--- config.mk ---
export PLATFORM = sky130hd
export DESIGN_NAME = mem_arbiter
export DESIGN_NICKNAME = d
export VERILOG_FILES = /design/src/rtl/mem_arbiter_pkg.sv /design/src/rtl/mem_arbiter_beat_counter.sv /design/src/rtl/mem_arbiter.sv
export SDC_FILE = /design/constraint.sdc
export NUM_CORES = 1
export LEC_CHECK = 0
export ABC_AREA = 1
export BUFFER_PORTS_ARGS = -buffer_cell sky130_fd_sc_hd__buf_2
export CAP_MARGIN = 20
export CORE_ASPECT_RATIO = 1.25
export CORE_MARGIN = 1.5
export CORE_UTILIZATION = 39
export DETAILED_ROUTE_END_ITERATION = 10
export GPL_TIMING_DRIVEN = 0
export PLACE_DENSITY = 0.83
export SYNTH_ARGS = -nofsm -noshare
export SYNTH_HDL_FRONTEND = slang
export SYNTH_SLANG_ARGS = --single-unit
--- constraint.sdc ---
create_clock -name clk -period 1.3 [get_ports clk]
set_input_delay 0.065 -clock clk [delete_from_list [all_inputs] [get_ports clk]]
set_output_delay 0.065 -clock clk [all_outputs]
set_load 0.005 [all_outputs]
--- src/rtl/mem_arbiter_pkg.sv ---
// Shared types and constants for the main-memory arbiter.
package mem_arbiter_pkg;

    localparam int unsigned ADDR_W    = 16;
    localparam int unsigned BLK_WORDS = 8;
    localparam int unsigned BEAT_W    = $clog2(BLK_WORDS);

    // Block is BLK_WORDS 16-bit words = 16 bytes, so the low 4 address bits select within it.
    localparam logic [ADDR_W-1:0] BLK_MASK = 16'hFFF0;

    typedef enum logic [1:0] {
        StIdle  = 2'b00,
        StWrite = 2'b01,
        StFillI = 2'b10,
        StFillD = 2'b11
    } arb_state_e;

    typedef enum logic {
        GrantI = 1'b0,
        GrantD = 1'b1
    } grant_e;

endpackage

--- src/rtl/mem_arbiter_beat_counter.sv ---
// Beat counter for block transfers: up counter with sync clear, wrap flag on the last beat.
module mem_arbiter_beat_counter
    import mem_arbiter_pkg::*;
(
    input  logic              clk,
    input  logic              rst,
    input  logic              clr,
    input  logic              inc,
    output logic [BEAT_W-1:0] count,
    output logic              wrap
);

    logic [BEAT_W-1:0] count_q;

    always_ff @(posedge clk) begin
        if (rst || clr) begin
            count_q <= '0;
        end else if (inc) begin
            count_q <= count_q + 1'b1;
        end
    end

    assign count = count_q;
    assign wrap  = (count_q == BEAT_W'(BLK_WORDS - 1));

endmodule

--- src/rtl/mem_arbiter.sv ---
// Main-memory arbiter: grants the I-fill, D-fill or D-store path one at a time and sequences
// pipelined 8-beat block reads or single-cycle word writes.
module mem_arbiter
    import mem_arbiter_pkg::*;
(
    input  logic              clk,
    input  logic              rst,
    input  logic              i_miss,
    input  logic [ADDR_W-1:0] i_miss_addr,
    input  logic              d_miss,
    input  logic [ADDR_W-1:0] d_miss_addr,
    input  logic              d_wr_req,
    input  logic [ADDR_W-1:0] d_wr_addr,
    input  logic [ADDR_W-1:0] d_wr_data,
    input  logic [ADDR_W-1:0] mem_data_out,
    input  logic              mem_data_vld,
    output logic              mem_en,
    output logic              mem_wr,
    output logic [ADDR_W-1:0] mem_addr,
    output logic [ADDR_W-1:0] mem_data_in,
    output logic              i_busy,
    output logic              d_busy,
    output logic              i_data_wen,
    output logic              d_data_wen,
    output logic [BEAT_W-1:0] fill_beat,
    output logic              i_fill_done,
    output logic              d_fill_done,
    output logic              d_wr_done
);

    arb_state_e        state_q, state_d;
    grant_e            last_grant_q, last_grant_d;
    logic [ADDR_W-1:0] base_q, base_d;
    logic              iss_done_q;
    logic              grant_i, grant_d;
    logic              filling, issuing, ret_vld;
    logic [BEAT_W-1:0] iss_cnt, ret_cnt;
    logic              iss_wrap, ret_wrap;
    logic              unused_data;

    assign filling = (state_q == StFillI) || (state_q == StFillD);
    assign issuing = filling && !iss_done_q;
    assign ret_vld = filling && mem_data_vld;

    // Read data goes straight from memory to the cache data arrays.
    assign unused_data = ^mem_data_out;

    mem_arbiter_beat_counter u_iss_counter (
        .clk   (clk),
        .rst   (rst),
        .clr   (!filling),
        .inc   (issuing),
        .count (iss_cnt),
        .wrap  (iss_wrap)
    );

    mem_arbiter_beat_counter u_ret_counter (
        .clk   (clk),
        .rst   (rst),
        .clr   (!filling),
        .inc   (ret_vld),
        .count (ret_cnt),
        .wrap  (ret_wrap)
    );

    always_ff @(posedge clk) begin
        if (rst) begin
            state_q      <= StIdle;
            last_grant_q <= GrantD;
            base_q       <= '0;
            iss_done_q   <= 1'b0;
        end else begin
            state_q      <= state_d;
            last_grant_q <= last_grant_d;
            base_q       <= base_d;
            iss_done_q   <= filling && (iss_done_q || (issuing && iss_wrap));
        end
    end

    // Stores win outright; a miss tie goes to the cache not served last. Stores do not
    // touch last_grant so the miss alternation is unaffected by write traffic.
    always_comb begin
        state_d      = state_q;
        last_grant_d = last_grant_q;
        base_d       = base_q;
        grant_i      = 1'b0;
        grant_d      = 1'b0;
        unique case (state_q)
            StIdle: begin
                if (d_wr_req) begin
                    state_d = StWrite;
                end else if (i_miss && (!d_miss || last_grant_q == GrantD)) begin
                    grant_i      = 1'b1;
                    state_d      = StFillI;
                    base_d       = i_miss_addr & BLK_MASK;
                    last_grant_d = GrantI;
                end else if (d_miss) begin
                    grant_d      = 1'b1;
                    state_d      = StFillD;
                    base_d       = d_miss_addr & BLK_MASK;
                    last_grant_d = GrantD;
                end
            end
            StWrite: state_d = StIdle;
            StFillI, StFillD: begin
                if (ret_vld && ret_wrap) begin
                    state_d = StIdle;
                end
            end
            default: state_d = StIdle;
        endcase
    end

    // Outputs are forced low while rst is high so no beat or done escapes during reset.
    always_comb begin
        mem_en      = 1'b0;
        mem_wr      = 1'b0;
        mem_addr    = '0;
        mem_data_in = '0;
        i_busy      = 1'b0;
        d_busy      = 1'b0;
        i_data_wen  = 1'b0;
        d_data_wen  = 1'b0;
        fill_beat   = '0;
        i_fill_done = 1'b0;
        d_fill_done = 1'b0;
        d_wr_done   = 1'b0;
        if (!rst) begin
            unique case (state_q)
                StIdle: begin
                    i_busy = grant_i;
                    d_busy = grant_d;
                end
                StWrite: begin
                    mem_en      = 1'b1;
                    mem_wr      = 1'b1;
                    mem_addr    = d_wr_addr;
                    mem_data_in = d_wr_data;
                    d_wr_done   = 1'b1;
                end
                StFillI, StFillD: begin
                    mem_en = issuing;
                    if (issuing) begin
                        mem_addr = base_q | ADDR_W'({iss_cnt, 1'b0});
                    end
                    fill_beat   = ret_cnt;
                    i_busy      = (state_q == StFillI);
                    d_busy      = (state_q == StFillD);
                    i_data_wen  = (state_q == StFillI) && mem_data_vld;
                    d_data_wen  = (state_q == StFillD) && mem_data_vld;
                    i_fill_done = i_data_wen && ret_wrap;
                    d_fill_done = d_data_wen && ret_wrap;
                end
                default: ;
            endcase
        end
    end

endmodule

==> results_tabular.tex <==
\begin{tabular}{lr}
\hline
Metric & Value \\
\hline
\multicolumn{2}{l}{\textbf{Final layout}} \\
Area growth from synthesis to layout & 86.4\% \\
Post-Route Utilization & 76.6\% \\
Final net count & 498 \\
Fill cell total of the finished layout & 281 \\
Antenna Cells & 0 \\
Share of cells above drive strength 1 & 57.4\% \\
\multicolumn{2}{l}{\textbf{Critical path}} \\
Data arrival at the endpoint of the critical path & 1380 ps \\
R2R Path End & base\_q[8]\$\_SDFFE\_PP0P\_ \\
FF-to-FF path depth & 9 \\
Required time of the critical path & 1240 ps \\
Setup CP Type & reg -> out \\
Ordered cell list for the critical path & inv\_4, nand2\_4, clkinv\_8, buf\_12, nand2\_4, a21oi\_2, buf\_2 \\
Top cell by count, worst path & sky130\_fd\_sc\_hd\_\_nand2\_4 \\
Critical Path Fanout Max & 8 \\
Element type at the critical path end & output port \\
Largest stage delay on the critical path & 380 ps \\
Setup slack of the worst register-to-register path & -70 ps \\
Nature of the critical path startpoint & register \\
Beginning of the worst register-to-register path & state\_q[1]\$\_SDFFE\_PP0P\_ \\
Highest-delay cell along the critical path & sky130\_fd\_sc\_hd\_\_dfxtp\_4 \\
\multicolumn{2}{l}{\textbf{Synthesis}} \\
Number of warnings issued by yosys & 0 \\
Number of enable-type register cells in the synthesized netlist & 0 \\
Cell types with the highest counts after synthesis & 72 x sky130\_fd\_sc\_hd\_\_nor2\_1, 70 x sky130\_fd\_sc\_hd\_\_nand2\_1, 22 x sky130\_fd\_sc\_hd\_\_dfxtp\_1 \\
Cell with the most instances after synthesis & sky130\_fd\_sc\_hd\_\_nor2\_1 \\
Number of register bits inferred by synthesis & 22 \\
Synthesized instance count & 273 \\
Main area contributors after synthesis & sky130\_fd\_sc\_hd\_\_dfxtp\_1 28\%, sky130\_fd\_sc\_hd\_\_nor2\_1 17\%, sky130\_fd\_sc\_hd\_\_nand2\_1 17\%, sky130\_fd\_sc\_hd\_\_a21oi\_1 6.1\%, sky130\_fd\_sc\_hd\_\_nand3\_1 5.7\% \\
Area of the mapped netlist & 1570 um2 \\
Mean cell area of the mapped netlist & 5.75 um2 \\
Portion of the post-synthesis area used by sequential elements & 28.1\% \\
Main flop type after synthesis & sky130\_fd\_sc\_hd\_\_dfxtp\_1 \\
Largest area contributor in the netlist & sky130\_fd\_sc\_hd\_\_dfxtp\_1 \\
Net count after synthesis & 363 \\
Share of Yosys cell area claimed by the top area cell type & 28.1\% \\
Number of distinct library cells after synthesis & 25 \\
Async set-reset flop share out of synthesis & 0\% \\
\multicolumn{2}{l}{\textbf{Global routing}} \\
Number of antenna violations at the first check in global routing & 0 \\
Overall routing resource usage & 20.5\% \\
Maximum number of pins on one net before global-route repair & 12 \\
First-pass GRT wire length & 7160 um \\
Vias in the first global route & 1657 \\
Gr ovfl total & 0 \\
\multicolumn{2}{l}{\textbf{STA}} \\
Tightest hold margin & 121 ps \\
FMAX & 0.691 GHz \\
Pins over their slew limit & 0 \\
Worst setup skew after layout & 8.00 ps \\
Endpoints failing hold & 0 \\
Final critical path time including I/O delays and setup & 1450 ps \\
Unrepaired setup endpoints after global routing & true \\
Worst rel slew slack & 66.8\% \\
Final worst slack & -147 ps \\
Share of the clock period used by the worst path & 111\% \\
Final setup violation count & 45 \\
Worst-Margin Slew & 499 ps \\
\multicolumn{2}{l}{\textbf{Die}} \\
Initial Util & 41.1\% \\
Core Region & 3820 um2 \\
Number of rows created at floorplan & 25 \\
DIE WIDTH & 59.7 um \\
Die Outline Area & 4410 um2 \\
Chip Height & 73.9 um \\
\# IOs & 130 \\
\multicolumn{2}{l}{\textbf{Route}} \\
First-pass iteration count of the detailed router & 4 \\
Detailed-routing wirelength on met1 & 2240 um \\
Routed wl met3 & 421 um \\
Initial DRC count & 59 \\
Total met2 wirelength after detailed routing & 3260 um \\
Total Wirelength & 6170 um \\
Post-route ant nets & 0 \\
Ratio of routed vias to standard cells & 4.88 \\
Routed via count & 2246 \\
Routed len/inst & 13.4 um \\
Highest layer used for signal routing & met4 \\
Number of remaining DRC errors & 0 \\
\multicolumn{2}{l}{\textbf{Hold path}} \\
Tightest Hold Check Type & in -> reg \\
Cell depth of the worst hold path & 5 \\
Hold path startpoint & d\_miss\_addr[5] \\
Worst Hold End & base\_q[5]\$\_SDFFE\_PP0P\_ \\
\multicolumn{2}{l}{\textbf{Clocking}} \\
TritonCTS Buffers & 3 \\
Clk slew on worst S/H paths & 80 ps \\
Insertion delay of the later-clocked pin in the worst-skew pair & 260 ps \\
TritonCTS clock tree & done \\
\# clock sinks & 22 \\
Max Buffers Root-to-Sink & 2 \\
\# H-tree levels & 1 \\
CTS Root Cell & sky130\_fd\_sc\_hd\_\_clkbuf\_8 \\
\multicolumn{2}{l}{\textbf{Power and ir drop}} \\
Static leakage power & 1.58 nW \\
Largest voltage drop on the vdd net & 0.000531 V \\
Power Density & 808 nW/um2 \\
\multicolumn{2}{l}{\textbf{Placed design}} \\
Post-detailed-placement half-perimeter wirelength & 3530 um \\
PortBufs & 105 \\
Placer's final routability congestion estimate & 0.870 \\
\multicolumn{2}{l}{\textbf{Run status}} \\
Failing checks & negative setup slack \\
Run status & complete, but fails checks \\
\multicolumn{2}{l}{\textbf{Flow run}} \\
Max-cap violations & 0 \\
\hline
\end{tabular}
[cell type report]
| type | count | area (um2) | share of cell area (%) |
|---|---|---|---|
| inverter | 25 | 110 | 3.77 |
| buffer | 15 | 144 | 4.92 |
| timing repair buffer | 131 | 797 | 27.3 |
| clock buffer | 3 | 41.3 | 1.41 |
| tap | 54 | 67.6 | 2.31 |
| sequential | 22 | 448 | 15.3 |
| multi-input combinational | 210 | 1320 | 45.0 |
[registers in the layout (all words and copies together) (netlist names)]
register / cells
last_grant_q: 1
state_q: 2
iss_done_q: 1
u_iss_counter.count: 3
u_ret_counter.count: 3
base_q: 12
[layer usage]
metal	track usage, %	up-vias
met5	0	-
met4	5.43	0
met3	1.41	23
met2	37.3	115
met1	25.5	990
li1	-	1118
[kinds of logic (layout without fill, tap and decap cells)]
family	after synthesis	count (layout)	share of synthesized area (%)
buffers and inverters	41	174	12.0
AOI/OAI and AO/OA	39	39	13.2
DFF	22	22	28.1
and+or+nand+nor	167	167	43.6
adders and majority gates	4	4	3.19
[cell usage in the layout, fill, tap and decap left out, types with 4 or more instances in the layout]
cell	netlist	layout
sky130_fd_sc_hd__nor2_4	1	4
sky130_fd_sc_hd__nor2_2	1	7
sky130_fd_sc_hd__buf_6	2	12
sky130_fd_sc_hd__buf_2	6	105
sky130_fd_sc_hd__nand2_1	70	33
sky130_fd_sc_hd__buf_4	3	17
sky130_fd_sc_hd__o21ai_1	12	9
sky130_fd_sc_hd__o21ai_0	5	5
sky130_fd_sc_hd__dfxtp_1	22	18
sky130_fd_sc_hd__nand2_4	0	21
sky130_fd_sc_hd__buf_8	0	4
sky130_fd_sc_hd__a21oi_2	1	16
sky130_fd_sc_hd__nor2_1	72	63
sky130_fd_sc_hd__a21oi_1	19	4
sky130_fd_sc_hd__inv_1	21	20
sky130_fd_sc_hd__nand3_1	18	14
sky130_fd_sc_hd__nand2_2	2	18
[stage by stage]
stage / total power, mW / setup slack [ps] / TNS, ps / area [um2] / instances
3_3_place_gp: 1.43 / -9.12 / -15.1 / 2160 / 432
5_1_grt: 2.48 / -172 / -4490 / 2920 / 460
4_1_cts: 2.02 / -111 / -385 / 2420 / 448
6_report: 2.36 / -147 / -2760 / 2920 / 460
2_1_floorplan: 1.20 / 185 / 0 / 1570 / 273
3_5_place_dp: 1.44 / -38.2 / -130 / 2160 / 432
[how the worst max path moves through the flow]
| stage | slack, ps | from | end | depth (start not counted) |
|---|---|---|---|---|
| floorplan | 180 | u_ret_counter.count[0]$_SDFFE_PP0P_ | state_q[0]$_SDFFE_PP0P_ | 8 |
| global placement | -9 | state_q[1]$_SDFFE_PP0P_ | mem_addr[8] | 7 |
| detailed placement | -40 | state_q[1]$_SDFFE_PP0P_ | mem_addr[8] | 7 |
| CTS | -110 | state_q[0]$_SDFFE_PP0P_ | d_busy | 7 |
| global route | -170 | state_q[1]$_SDFFE_PP0P_ | d_busy | 7 |
| finish | -150 | state_q[1]$_SDFFE_PP0P_ | mem_addr[9] | 7 |
[power breakdown]
group / switching, mW / total [mW] / leakage (nW) / internal [mW]
Sequential: 0.0559 / 0.795 / 0.182 / 0.739
Combinational: 0.598 / 1.15 / 1.38 / 0.549
Clock: 0.215 / 0.422 / 0.0216 / 0.206
[what timing repair did]
item                       4_1_cts  5_1_grt
hold buffers                     0        0
setup buffers                    9       13
setup endpoints to repair       40       47
resized for setup               38      108
cloned                           4        0
pin swaps                        4       22
[worst max-delay path: cells and delay by family, from the launching register on]
family | cells | cell delay [ps]
flip-flops | 1 | 380
AO/OA/AOI/OAI | 1 | 150
buffers and inverters | 4 | 460
AND/OR/NAND/NOR | 2 | 130
Power figures use the tool's default switching activity.
